--- src/rtl/prefix_adder_pkg.sv ---
// Shared types and elaboration helpers for the pipelined Kogge-Stone adder.
// Stage counts are derived from the operand width and the number of prefix levels per stage.
package prefix_adder_pkg;

  typedef struct packed {
    logic g;
    logic p;
  } pg_t;

  function automatic int clog2(input int value);
    int r;
    r = 0;
    for (int v = value - 1; v > 0; v = v >> 1) begin
      r++;
    end
    return r;
  endfunction

  function automatic int levels_f(input int width);
    return clog2(width);
  endfunction

  function automatic int tree_stages_f(input int width, input int lvl_per_stage);
    return (clog2(width) + lvl_per_stage - 1) / lvl_per_stage;
  endfunction

endpackage

--- src/rtl/prefix_pg_cell.sv ---
// Kogge-Stone black cell: merges a high (g,p) span with the adjacent lower span.
// Where only the group generate is consumed downstream, it acts as a gray cell.
module prefix_pg_cell (
  input  logic g_hi,
  input  logic p_hi,
  input  logic g_lo,
  input  logic p_lo,
  output logic g,
  output logic p
);

  assign g = g_hi | (p_hi & g_lo);
  assign p = p_hi & p_lo;

endmodule

--- src/rtl/prefix_adder_pipe.sv ---
// Pipelined Kogge-Stone adder/subtractor with valid/ready handshake and status flags.
// Tree position 0 carries c0, so the prefix generate at position i is the carry into bit i.
module prefix_adder_pipe
  import prefix_adder_pkg::*;
#(
  parameter int WIDTH         = 16,
  parameter int LVL_PER_STAGE = 2
) (
  input  logic             clk,
  input  logic             reset,
  input  logic             in_valid,
  output logic             in_ready,
  input  logic [WIDTH-1:0] a,
  input  logic [WIDTH-1:0] b,
  input  logic             cin,
  input  logic             sub,
  output logic             out_valid,
  input  logic             out_ready,
  output logic [WIDTH-1:0] sum,
  output logic             cout,
  output logic             ovf,
  output logic             zero
);

  localparam int LEVELS      = levels_f(WIDTH);
  localparam int TREE_STAGES = tree_stages_f(WIDTH, LVL_PER_STAGE);
  localparam int LAST        = LEVELS - 1;

  logic                 stall;
  logic [TREE_STAGES:0] vld_q, vld_d;

  pg_t  [WIDTH-1:0] tree_q [TREE_STAGES];
  logic [WIDTH-1:0] bitp_q [TREE_STAGES];
  logic             gmsb_q [TREE_STAGES];

  pg_t  [WIDTH-1:0] tree0_d;
  logic [WIDTH-1:0] bitp0_d;
  logic             gmsb0_d;

  pg_t  [WIDTH-1:0] lvl_in  [LEVELS];
  pg_t  [WIDTH-1:0] lvl_out [LEVELS];

  logic [WIDTH-1:0] sum_q, sum_d, carry, fin_p;
  logic             cout_q, cout_d, ovf_q, ovf_d, zero_q, zero_d;
  logic             unused_fin_p;

  assign stall    = vld_q[TREE_STAGES] & ~out_ready;
  assign in_ready = ~stall;
  assign vld_d    = {vld_q[TREE_STAGES-1:0], in_valid};

  always_comb begin : stage0
    logic [WIDTH-1:0] b_eff, g_bit, p_bit;
    logic             c0;
    b_eff   = sub ? ~b : b;
    c0      = sub | cin;
    g_bit   = a & b_eff;
    p_bit   = a ^ b_eff;
    tree0_d = '0;
    tree0_d[0] = '{g: c0, p: 1'b0};
    for (int i = 0; i < WIDTH - 1; i++) begin
      tree0_d[i+1] = '{g: g_bit[i], p: p_bit[i]};
    end
    bitp0_d = p_bit;
    gmsb0_d = g_bit[WIDTH-1];
  end

  // Datapath registers need no reset: the valid bits alone qualify their contents.
  always_ff @(posedge clk) begin
    if (!stall) begin
      tree_q[0] <= tree0_d;
      bitp_q[0] <= bitp0_d;
      gmsb_q[0] <= gmsb0_d;
    end
  end

  for (genvar k = 1; k < TREE_STAGES; k++) begin : g_stage
    pg_t [WIDTH-1:0] tree_d;
    assign tree_d = lvl_out[k*LVL_PER_STAGE-1];
    always_ff @(posedge clk) begin
      if (!stall) begin
        tree_q[k] <= tree_d;
        bitp_q[k] <= bitp_q[k-1];
        gmsb_q[k] <= gmsb_q[k-1];
      end
    end
  end

  for (genvar l = 0; l < LEVELS; l++) begin : g_lvl
    localparam int SPAN = 1 << l;
    if (l % LVL_PER_STAGE == 0) begin : g_cut
      assign lvl_in[l] = tree_q[l/LVL_PER_STAGE];
    end else begin : g_chain
      assign lvl_in[l] = lvl_out[l-1];
    end
    for (genvar j = 0; j < WIDTH; j++) begin : g_pos
      if (j >= SPAN) begin : g_cell
        prefix_pg_cell u_cell (
          .g_hi (lvl_in[l][j].g),
          .p_hi (lvl_in[l][j].p),
          .g_lo (lvl_in[l][j-SPAN].g),
          .p_lo (lvl_in[l][j-SPAN].p),
          .g    (lvl_out[l][j].g),
          .p    (lvl_out[l][j].p)
        );
      end else begin : g_pass
        assign lvl_out[l][j] = lvl_in[l][j];
      end
    end
  end

  always_comb begin
    carry = '0;
    fin_p = '0;
    for (int j = 0; j < WIDTH; j++) begin
      carry[j] = lvl_out[LAST][j].g;
      fin_p[j] = lvl_out[LAST][j].p;
    end
    sum_d  = bitp_q[TREE_STAGES-1] ^ carry;
    cout_d = gmsb_q[TREE_STAGES-1] | (bitp_q[TREE_STAGES-1][WIDTH-1] & carry[WIDTH-1]);
    ovf_d  = carry[WIDTH-1] ^ cout_d;
    zero_d = ~|sum_d;
  end

  // Group propagate of the last level has no consumer.
  assign unused_fin_p = ^fin_p;

  always_ff @(posedge clk) begin
    if (reset) begin
      vld_q  <= '0;
      sum_q  <= '0;
      cout_q <= 1'b0;
      ovf_q  <= 1'b0;
      zero_q <= 1'b0;
    end else if (!stall) begin
      vld_q <= vld_d;
      if (vld_q[TREE_STAGES-1]) begin
        sum_q  <= sum_d;
        cout_q <= cout_d;
        ovf_q  <= ovf_d;
        zero_q <= zero_d;
      end
    end
  end

  assign out_valid = vld_q[TREE_STAGES];
  assign sum       = sum_q;
  assign cout      = cout_q;
  assign ovf       = ovf_q;
  assign zero      = zero_q;

endmodule
--- config.mk ---
export PLATFORM = sky130hd
export DESIGN_NAME = prefix_adder_pipe
export DESIGN_NICKNAME = d
export VERILOG_FILES = /design/src/rtl/prefix_adder_pkg.sv /design/src/rtl/prefix_pg_cell.sv /design/src/rtl/prefix_adder_pipe.sv
export SDC_FILE = /design/constraint.sdc
export NUM_CORES = 1
export LEC_CHECK = 0
export CELL_PAD_IN_SITES_DETAIL_PLACEMENT = 1
export CELL_PAD_IN_SITES_GLOBAL_PLACEMENT = 1
export CORE_UTILIZATION = 46
export CTS_BUF_LIST = sky130_fd_sc_hd__clkbuf_8
export DETAILED_ROUTE_END_ITERATION = 6
export PLACE_DENSITY_LB_ADDON = 0.1
export SYNTH_ARGS = -nofsm -noshare
export SYNTH_HDL_FRONTEND = slang
export SYNTH_SLANG_ARGS = --single-unit
--- constraint.sdc ---
create_clock -name clk -period 2.92 [get_ports clk]
set_input_delay 0.292 -clock clk [delete_from_list [all_inputs] [get_ports clk]]
set_output_delay 0.292 -clock clk [all_outputs]
set_load 0.01 [all_outputs]
==> impl_metrics.yaml, run 1 <==
cells_and_area:
  drive_above_1_share: 0.07125
  area_growth_pct: 21.74
  final_core_util: 0.5837
  fin_area_um2: 5115
  layout_commonest_cell: "edfxtp_1"
  most-common-layout-cells: "78 x edfxtp_1, 58 x clkdlybuf4s50_1, 30 x a21oi_1, 30 x nor2_1, 27 x nand2_1"
  nets: 443
  diodes: 0
worst_hold_path:
  min_from: "gmsb_q[0][0]"
  hold_class: "reg2reg"
worst_setup_path:
  critPathKind: "reg2reg"
  path_max_fanout: 3
  cp.depth: 8
  r2r_start: "tree_q[0][54]"
  reg2reg_depth: 8
  path_buf_inv: 0
  reg2reg_to: "zero"
  crit_arrival_ns: 2.49
  cp-startpoint: "tree_q[0][54]"
  cp_cell_sequence: "a21oi_1, a21boi_0, or2_1, ha_1, nor3b_1, nand4_1, nor4_1, a32o_1"
  endpoint_kind: "register"
  max_stage_delay_ns: 0.42
  critical-path-slowest-cell: "edfxtp_1"
  path_delay_family: "simple AND/OR/NAND/NOR gates"
  rrSetupSlack_ns: 0.73
  worst_setup_path_start_kind: "register"
  cp-endpoint: "zero"
  required_ns: 3.23
power:
  internal_power_w: 0.002360
  vdd_drop_max_mv: 0.2666
  powerDensity_nw_per_um2: 627.9
  seqPwrFrac: 0.585
  power.total_w: 0.003212
  swShare: 0.2651
  clkPwrFrac: 0.271
  leakage_nw: 1.947
  comb_power_share: 0.145
  p_sw_w: 0.0008514
synth:
  postSynthRegisterBits: 100
  synth_edf_count: 78
  synth_area_um2: 4202
  postSynthCellCount: 324
  yosysWarnings: 0
  ys_seq_area_frac: 0.6623
  yosysTopAreaCell: "edfxtp_1"
  synth_nets: 379
  yosys-top-cells-area: "edfxtp_1 56%, dfxtp_1 10%, ha_1 5.1%"
  synth.distinct_cells: 41
  synthArstFlopShare: 0
  syn_avg_cell_area_um2: 12.97
  ys.flop_type: "edfxtp_1"
  synth_top_area_share: 0.5575
grt:
  grt_overflow: 0
  antenna_found_initial: 0
  grt_pass1_wl_um: 13730
  grt_pass1_vias: 2812
  grt_usage: 0.1875
  grt_max_degree: 79
clocking:
  cts_hold_buf: 0
  clock-sinks: 100
  cts_tree: "done"
  clock_latency_ns: 0.36
  cts_max_level: 3
  numCtsBuffers: 9
  path_clk_slew_ns: 0.10
  cts_buffer_depth: 2
  cts.repair.resized: 0
  root_buffer: "clkbuf_8"
  cts_post_setup_buffers_inserted: 0
detailed_routing:
  first_pass_iters: 4
  routed_wl_um: 8307
  avgRoutedWirePerCell_um: 16.58
  detail-route-antenna-nets: 0
  drtIter0Drc: 126
  vias: 2694
  drc: 0
  routed_via_density: 5.377
sta:
  grt_setup_unrepaired: "false"
  relSlewSlack: 0.6282
  worst_slew_pin_slew_ns: 0.5577
  finalSetupTns_ns: 0
  fin_crit_ns: 2.185
  fmax_mhz: 457.6
  drv_slew: 0
  whs_ns: 0.4463
  fin_crit_sh: 0.7483
  finClkSkew_ns: 0.009384
  hold_violations: 0
  setup_viol: 0
floorplan:
  top_level_ports: 59
  core_um2: 8763
  num_rows: 34
  die_w_um: 97.57
  dieArea_um2: 9520
  start_util: 0.4794
  dieHeight_um: 97.57
place:
  place_area_um2: 4923
  io_buffers: 58
  dp_hpwl_um: 6155
  place.gp.congestion: 0.7795
flow_run:
  max-cap-violations: 0
outcome:
  outcome: "finished clean"
stage by stage:
step / instances / setup WS [ns]
final: 501 / 0.7349
after global placement: 485 / 0.9385
after floorplan: 324 / 0.6772
after global routing: 501 / 0.6269
after CTS: 501 / 0.7535
after detailed placement: 485 / 0.7984
per-layer routing:
layer | vias to the layer above | global-route usage | routed length, µm
met4 | 0 | 0.1018 | 198
met2 | 79 | 0.3125 | 4168
met5 | - | 0 | 0
met3 | 16 | 0.03022 | 333
met1 | 1286 | 0.2336 | 3607
li1 | 1313 | - | -
state kept, by name (all words and copies together), names as in the netlist:
signal  flops
tree_q     44
bitp_q     32
sum        16
vld_q       3
gmsb_q      2
cout        1
ovf         1
zero        1
synth_stat cells (4+ instances only):
cell type  count
edfxtp_1      78
ha_1          17
xor2_1        18
inv_1          5
dfxtp_1       22
nand2_1       27
buf_2          5
nor2_1        30
a21o_1         6
nand3_1        7
a211oi_2       4
xnor2_1        7
nor3_1         4
o21ai_0       11
a211oi_1       7
a21oi_1       30
nand2b_1       4
worst reg2reg max path: stages (launching register included):
cell	delay (ns)
edfxtp_1	0.42
a21oi_1	0.21
a21boi_0	0.12
or2_1	0.25
ha_1	0.31
nor3b_1	0.25
nand4_1	0.14
nor4_1	0.26
a32o_1	0.16
cells by family (layout without fill, tap and decap cells):
family | count (synthesis) | count (layout) | share of synthesized area
flops | 100 | 100 | 0.6623
fa+ha+maj | 17 | 17 | 0.05062
buf+inv | 14 | 83 | 0.01489
simple gates | 93 | 93 | 0.1027
xor+xnor | 25 | 25 | 0.05211
mux | 1 | 1 | 0.002382
compound gates | 74 | 74 | 0.1149
final cells by class:
type                    count  area, µm²
clock buffers               9      123.9
clock inverters             7      67.56
fillers                   899       3649
inverters                   5      18.77
multi-input cells         210       1364
flip-flops and latches    100       2783
well taps                 108      135.1
repair buffers             62      623.1
power by group through the flow:
stage	Clock, W	Sequential [W]	Combinational [W]
global route	0.000949	0.00190	0.000513
CTS	0.000891	0.00188	0.000470
detailed placement	0	0.00191	0.000464
floorplan	0	0.00187	0.000274
finish	0.000869	0.00188	0.000464
global placement	0	0.00190	0.000444
worst min-delay path by stage:
stage | to | slack (ns) | depth (start not counted)
after floorplan | bitp_q[0][31] | 0.40 | 0
after global placement | bitp_q[0][31] | 0.40 | 0
after detailed placement | bitp_q[0][31] | 0.42 | 0
after CTS | bitp_q[0][31] | 0.46 | 0
after global routing | gmsb_q[0][1] | 0.46 | 0
final | gmsb_q[0][1] | 0.45 | 0
Power figures use the tool's default switching activity.
==> inputs of run 2 (changes only) <==
CORE_UTILIZATION = 41   (was 46)
clock period = 2 ns   (was 2.92 ns; I/O delays follow)
==> run 2 against run 1 <==
  * First-iteration DRC count decreased by 38%
  * Non-clock buffer count increased by 4
  * Clock skew increased by 0.00072 ns
  * Setup slack got worse by 0.56 ns
  * Routed wire length decreased by 1.2%
  * Clock power increased by 50%
  * Via count decreased by 1.7%
  * Register-to-register slack got worse by 0.56 ns
  * Global-route usage decreased by 1.4 points
  * Sequential cell count unchanged
  * Die area increased by 12%
  * Critical path type unchanged
  * Critical endpoint unchanged
  * Largest cell class unchanged
==> impl_metrics.yaml, run 2 (same netlist as run 1, synthesis figures left out) <==
cells_and_area:
  regMostFlops: "tree_q"
  nets: 447
  layout_commonest_cell: "edfxtp_1"
  largest_register_ffs: 44
  area_growth_pct: 24.30
  most-common-layout-cells: "78 x edfxtp_1, 58 x clkdlybuf4s50_1, 30 x nor2_1"
  final_core_util: 0.5294
  diodes: 0
  drive_above_1_share: 0.08816
worst_hold_path:
  hold_class: "reg2reg"
  min_delay_path_depth: 0
  min_from: "bitp_q[0][15]"
  hold_end: "bitp_q[0][31]"
floorplan:
  num_rows: 36
  core_um2: 9864
  top_level_ports: 59
  dieArea_um2: 10660
  dieHeight_um: 103.2
  die_w_um: 103.2
  start_util: 0.4259
clocking:
  cts_post_setup_buffers_inserted: 0
  clock_latency_ns: 0.37
  clock-sinks: 100
  root_buffer: "clkbuf_8"
  cts_max_level: 3
  path_clk_slew_ns: 0.09
  cts_tree: "done"
  cts_buffer_depth: 2
  numCtsBuffers: 9
place:
  io_buffers: 58
  dp_hpwl_um: 6076
  post-place-ws_ns: -0.05557
  place.gp.congestion: 0.8267
flow_run:
  max-cap-violations: 0
worst_setup_path:
  rrSetupSlack_ns: 0.17
  r2r_start: "tree_q[0][47]"
  worst_setup_path_start_kind: "register"
  required_ns: 2.31
  reg2reg_to: "zero"
  critPathKind: "reg2reg"
  path_max_fanout: 2
  endpoint_kind: "register"
  reg2reg_depth: 8
  crit_arrival_ns: 2.13
detailed_routing:
  drc: 0
  routed_via_density: 4.996
  first_pass_iters: 4
  routed_wl_um: 8204
  avgRoutedWirePerCell_um: 15.48
  detail-route-antenna-nets: 0
  vias: 2648
  drtIter0Drc: 78
power:
  powerDensity_nw_per_um2: 908.1
  leakage_nw: 1.988
  vdd_drop_max_mv: 0.3292
sta:
  fin_crit_ns: 1.827
  relSlewSlack: 0.7235
  fin_crit_sh: 0.9136
  setup_viol: 0
  fmax_mhz: 547.3
  finClkSkew_ns: 0.01011
  fin_ws_ns: 0.1728
  hold_violations: 0
  drv_slew: 0
  grt_setup_unrepaired: "false"
  worst_slew_pin_slew_ns: 0.4147
grt:
  antenna_found_initial: 0
  grt_pass1_wl_um: 13350
  met1_usage: 0.2100
  gr-max-usage-layer: "met2"
  grt_pass1_vias: 2731
  grt_max_degree: 79
  grt_overflow: 0
  grt_usage: 0.1736
  use_met3: 0.03159
  grt.met2_usage: 0.2959
outcome:
  outcome: "finished clean"
run 2: how the worst max path moves through the flow:
| stage | from | endpoint | slack, ns | depth (start not counted) |
|---|---|---|---|---|
| floorplan | tree_q[0][47] | zero | 0.14 | 8 |
| global placement | tree_q[0][47] | zero | -0.006 | 8 |
| detailed placement | tree_q[0][47] | zero | -0.06 | 8 |
| CTS | tree_q[0][47] | zero | 0.002 | 8 |
| global route | tree_q[0][47] | zero | 0.03 | 8 |
| finish | tree_q[0][47] | zero | 0.17 | 8 |
run 2: timing repair:
action,in CTS,in global routing
hold buffers,0,0
setup endpoints to repair,1,1
gates resized for setup,1,3
pin swaps,1,1
endpoints found under the hold margin,0,0
cloned,0,0
run 2: metal layers:
layer,share of wire,vias up
li1,-,1321
met1,0.45,1258
met2,0.50,59
met3,0.033,10
met4,0.018,0
met5,0,-
run 2: area by class of cell:
class | instances | area [µm²]
clock buffers | 11 | 151.4
multi-input cells | 210 | 1391
fillers | 1013 | 4642
well taps | 133 | 166.4
clock inverters | 5 | 46.29
inverters | 5 | 18.77
flip-flops and latches | 100 | 2783
repair buffers | 66 | 665.6
run 2: through the flow:
| stage | instance area (µm²) | setup TNS [ns] | cells | total power, W | hold WS (ns) |
|---|---|---|---|---|---|
| floorplan | 4204 | 0 | 324 | 0.003129 | 0.3472 |
| global placement | 4997 | -0.005616 | 514 | 0.003454 | 0.4024 |
| detailed placement | 4997 | -0.05557 | 514 | 0.003487 | 0.4168 |
| CTS | 5199 | 0 | 530 | 0.004775 | 0.4398 |
| global route | 5223 | 0 | 530 | 0.004961 | 0.4410 |
| finish | 5223 | 0 | 530 | 0.004742 | 0.4338 |
run 2: critical path, stage by stage, from the launching register on:
cell and delay (ns):
edfxtp_1 0.41, a21oi_2 0.17, a21boi_0 0.09, or2_1 0.26
ha_4 0.23, nor3b_2 0.17, nand4_1 0.14, nor4_2 0.16
a32o_1 0.15
run 2: power breakdown:
part / leakage [nW] / total [W] / switching [W] / internal (W)
clock: 0.113 / 0.00130 / 0.000665 / 0.000633
sequential: 1.04 / 0.00274 / 0.000193 / 0.00255
combinational: 0.840 / 0.000706 / 0.000353 / 0.000353
